`src/rtl/alu_logic_unit.sv`:
```
// ============================================================================
// Module      : alu_logic_unit
// Description : Eight-function bitwise logic unit with a start/done handshake,
//               zero/parity flags and a zero-extended 2*WIDTH result bus.
// Revision    : 1.0 - initial release
// ============================================================================
`default_nettype none

module alu_logic_unit #(
    parameter int WIDTH = 8
) (
    input  logic                 clk,
    input  logic                 reset,
    input  logic                 start,
    input  logic [2:0]           op,
    input  logic [WIDTH-1:0]     a,
    input  logic [WIDTH-1:0]     b,
    output logic [2*WIDTH-1:0]   res,
    output logic                 zero,
    output logic                 parity,
    output logic                 busy,
    output logic                 done
);

    localparam logic [1:0] S_IDLE = 2'd0;
    localparam logic [1:0] S_CALC = 2'd1;
    localparam logic [1:0] S_DONE = 2'd2;

    localparam logic [2:0] OP_AND  = 3'b000;
    localparam logic [2:0] OP_OR   = 3'b001;
    localparam logic [2:0] OP_XOR  = 3'b010;
    localparam logic [2:0] OP_NAND = 3'b011;
    localparam logic [2:0] OP_NOR  = 3'b100;
    localparam logic [2:0] OP_XNOR = 3'b101;
    localparam logic [2:0] OP_NOTA = 3'b110;
    localparam logic [2:0] OP_ANDN = 3'b111;

    logic [1:0]       state_q,  state_d;
    logic [2:0]       op_q,     op_d;
    logic [WIDTH-1:0] a_q,      a_d;
    logic [WIDTH-1:0] b_q,      b_d;
    logic [WIDTH-1:0] res_q,    res_d;
    logic             zero_q,   zero_d;
    logic             parity_q, parity_d;
    logic             done_q,   done_d;
    logic [WIDTH-1:0] w_result;

    // The function operates on the latched operands so input changes after acceptance are harmless.
    always_comb begin
        w_result = '0;
        case (op_q)
            OP_AND:  w_result = a_q & b_q;
            OP_OR:   w_result = a_q | b_q;
            OP_XOR:  w_result = a_q ^ b_q;
            OP_NAND: w_result = ~(a_q & b_q);
            OP_NOR:  w_result = ~(a_q | b_q);
            OP_XNOR: w_result = ~(a_q ^ b_q);
            OP_NOTA: w_result = ~a_q;
            OP_ANDN: w_result = a_q & ~b_q;
            default: w_result = '0;
        endcase
    end

    always_comb begin
        state_d  = state_q;
        op_d     = op_q;
        a_d      = a_q;
        b_d      = b_q;
        res_d    = res_q;
        zero_d   = zero_q;
        parity_d = parity_q;
        done_d   = 1'b0;
        case (state_q)
            S_IDLE: begin
                if (start) begin
                    op_d    = op;
                    a_d     = a;
                    b_d     = b;
                    state_d = S_CALC;
                end
            end
            S_CALC: begin
                res_d    = w_result;
                zero_d   = ~|w_result;
                parity_d = ^w_result;
                done_d   = 1'b1;
                state_d  = S_DONE;
            end
            S_DONE:  state_d = S_IDLE;
            default: state_d = S_IDLE;
        endcase
    end

    always_ff @(posedge clk or negedge reset) begin
        if (!reset) begin
            state_q  <= S_IDLE;
            op_q     <= '0;
            a_q      <= '0;
            b_q      <= '0;
            res_q    <= '0;
            zero_q   <= 1'b0;
            parity_q <= 1'b0;
            done_q   <= 1'b0;
        end else begin
            state_q  <= state_d;
            op_q     <= op_d;
            a_q      <= a_d;
            b_q      <= b_d;
            res_q    <= res_d;
            zero_q   <= zero_d;
            parity_q <= parity_d;
            done_q   <= done_d;
        end
    end

    assign res    = {{WIDTH{1'b0}}, res_q};
    assign zero   = zero_q;
    assign parity = parity_q;
    assign busy   = (state_q != S_IDLE);
    assign done   = done_q;

endmodule

`default_nettype wire
```
`config.mk`:
```
export PLATFORM = sky130hd
export DESIGN_NAME = alu_logic_unit
export DESIGN_NICKNAME = d
export VERILOG_FILES = /design/src/rtl/alu_logic_unit.sv
export SDC_FILE = /design/constraint.sdc
export NUM_CORES = 1
export LEC_CHECK = 0
export ABC_AREA = 1
export CORE_ASPECT_RATIO = 2
export CORE_MARGIN = 2
export CORE_UTILIZATION = 42
export DETAILED_ROUTE_END_ITERATION = 10
export DONT_BUFFER_PORTS = 1
export GPL_TIMING_DRIVEN = 0
export MAX_ROUTING_LAYER = met4
export PLACE_DENSITY = 0.64
export SKIP_LAST_GASP = 1
export SLEW_MARGIN = 20
export SYNTH_ARGS = -nofsm -noshare
export SYNTH_HDL_FRONTEND = slang
export SYNTH_SLANG_ARGS = --single-unit
```
`constraint.sdc`:
```
create_clock -name clk -period 2.1 [get_ports clk]
set_input_delay 0.42 -clock clk [delete_from_list [all_inputs] [get_ports clk]]
set_output_delay 0.42 -clock clk [all_outputs]
set_load 0.01 [all_outputs]
```
==> metrics <==
sequential fraction of the synthesis area 33.3%; Worst Path Max Fanout 8; Clk Latency, worst-skew pair 270 ps; Vias/cell 5.06; Yosys cell types 19; largest net degree at the start of global routing 33; Syn-to-layout area delta 18.4%; Post-DRT Antenna Nets 0; row count 39; Hold Path Stages 2; chip height 111 um; GR Layer Usage met2 35.8%; Clock Tree Root clkbuf_16; f_max 476 MHz; IO buf count 0; final setup vio count 0; Logic pwr share 50.4%; CP required 2260 ps; Via Count 2,159; Ys Warns 0; fill count 554; Mapped Area 2400 um2; gpl congestion 0.887; Clk pwr share 20.2%; status completed; final worst-path cycle share 99.9%; RSZ-0062 raised after global routing true; Core Footprint 5610 um2; total CTS buffers 5; Worst R2R Setup Slack 1 ps; Horiz. Die Dim 57.5 um; Initial Util 42.8%; Cell Int Power 1940 uW; global route overflow 0; dpl hpwl 4170 um; Fin. Hold Viols 0; Clock Tree Buf Depth 2; Worst EP arrival 2250 ps; mean routed wirelength per cell 14.1 um; DR iter-0 viols 114; met1 Use GR 23.0%; antenna violations before repair 0; fin util 50.7%; diode count 0; all-layer global routing usage 20.3%; vias in the first global route 2,085; Hold Path Sink a_q[2]; register share of total power 29.4%; static leakage 0.00159 uW; Residual DRC 0; WL final 6000 um; hold path startpoint a[2]; CTS tree yes; Sequential Area 802 um2; switching share of power 41.5%; Sinks on Clock Net 32; Synth Register Bits 32; worst r2r dst parity; crit path kind reg2reg; full die area 6380 um2; RR Startpoint op_q[1]; GRT Max-Usage Layer met2; io pins 42; Slew Viols, Final 0; nets@finish 416; PwrDens 1170 nW/um2; Final Skew 5.50 ps; Clock Pin Slew Worst Setup and Hold Paths 50 ps; Hold Path Class in2reg; minimum clock period after layout 2100 ps; hold_ws 266 ps; Switch Pwr 1380 uW; M3 GR Usage 3.03%; Worst VDD drop 0.000776 V; Pre-antenna DRT Iters 4; H-tree depth 2; cell count after synthesis 332; crit start category flip-flop; first-pass GRT wire length 9920 um; Multi-input gate area 1290 um2; Critical Path Sink Type flip-flop; MaxCap Viol Count 0; Avg Cell Area, Syn 7.24 um2; layout cell share with drive strength beyond 1 16.1%; Reg2Reg Depth 13
==> cell usage in the layout, fill, tap and decap left out, types with 2 or more instances in the layout <==
| cell type | synthesis | layout |
|---|---|---|
| buf_12 | 0 | 2 |
| buf_2 | 8 | 8 |
| buf_4 | 11 | 26 |
| buf_6 | 2 | 3 |
| clkbuf_1 | 1 | 2 |
| clkbuf_16 | 0 | 5 |
| clkinv_2 | 0 | 2 |
| conb_1 | 1 | 8 |
| dfrtp_1 | 32 | 31 |
| ha_1 | 28 | 28 |
| inv_1 | 51 | 51 |
| inv_2 | 3 | 2 |
| nand2_1 | 90 | 89 |
| nand3_1 | 26 | 24 |
| nand3_2 | 1 | 3 |
| nand4_1 | 24 | 24 |
| nor2_1 | 25 | 25 |
| nor2_4 | 3 | 3 |
| o21ai_0 | 21 | 20 |
| xnor2_1 | 3 | 3 |
==> final cells by class <==
| cell class | instances | share of cell area, % |
|---|---|---|
| plain buffers | 22 | 5.49 |
| clock buffers | 6 | 4.53 |
| clock inverters | 1 | 0.176 |
| inverters | 55 | 7.38 |
| multi-input cells | 230 | 45.2 |
| flip-flops and latches | 32 | 28.2 |
| well taps | 61 | 2.68 |
| repair buffers | 20 | 6.37 |
==> power by group through the flow <==
stage / Clock (uW) / Combinational [uW] / Sequential [uW]
floorplan: 0 / 1140 / 956
detailed placement: 0 / 1440 / 996
global placement: 0 / 1410 / 988
finish: 671 / 1670 / 975
global route: 701 / 1910 / 1000
CTS: 688 / 1490 / 986
==> worst max path at each step <==
stage	from	to	slack (ps)	cells after the start
after global routing	op_q[1]	parity	-80	13
after global placement	op_q[0]	parity	-90	11
final	op_q[1]	parity	1	13
after floorplan	op_q[0]	parity	270	11
after detailed placement	op_q[0]	parity	-100	11
after CTS	op_q[1]	parity	0.09	11
==> cell usage after synthesis <==
master / instances / area [um2]
nor2_4: 3 / 33.8
buf_6: 2 / 22.5
inv_1: 51 / 191
buf_2: 8 / 40.0
ha_1: 28 / 350
conb_1: 1 / 3.75
xnor2_1: 3 / 26.3
nand2_1: 90 / 338
buf_4: 11 / 82.6
nand3_1: 26 / 130
inv_2: 3 / 11.3
nor2_1: 25 / 93.8
clkbuf_1: 1 / 3.75
dfrtp_1: 32 / 801
nor2_2: 1 / 6.26
nand4_1: 24 / 150
nand3_2: 1 / 10.0
o21ai_0: 21 / 105
clkinv_1: 1 / 3.75
==> critical path, cell delays in order (launching register included) <==
cell and delay [ps]:
dfrtp_2 450, buf_8 160, nor2_4 160, buf_12 130, buf_4 90, nand3_1 50
nand2_1 60, nor2_1 40, nand3_1 100, inv_1 60, ha_1 280, xnor2_1 180
xnor2_1 140, o21ai_1 70
==> layer usage <==
layer,part of all wire (%),routed length [um]
met1,41,2450
met2,54,3250
met3,3.4,207
met4,1.6,98
met5,0,0
==> sequential cells by signal (all words and copies together) (netlist names) <==
name / flops
a_q: 8
b_q: 8
res_q: 8
op_q: 3
state_q: 2
done: 1
parity: 1
zero: 1
==> metrics by stage <==
| stage | worst slack [ps] | instance area, um2 | setup TNS [ps] | power [uW] | std cells |
|---|---|---|---|---|---|
| floorplan | 266 | 2430 | 0 | 2100 | 339 |
| detailed placement | -104 | 2510 | -104 | 2440 | 400 |
| CTS | 0.0850 | 2680 | 0 | 3160 | 410 |
| global placement | -93.9 | 2510 | -93.9 | 2390 | 400 |
| global route | -77.7 | 2850 | -77.7 | 3610 | 427 |
| finish | 1.08 | 2850 | 0 | 3320 | 427 |
==> what timing repair did <==
action,CTS,global route
hold buffers,2,0
pin swaps,2,8
setup buffers,1,17
gates resized for setup,1,10
endpoints found under the hold margin,32,0
setup endpoints to repair,1,1
==> cell families after synthesis <==
| group | share of synthesized area (%) |
|---|---|
| and+or+nand+nor | 31.7 |
| buffers and inverters | 14.8 |
| AOI/OAI and AO/OA | 4.37 |
| xor gates and xnor gates | 1.09 |
| other | 0.156 |
| adders and majority gates | 14.6 |
| DFF | 33.3 |
(Power assumes the default switching activity.)
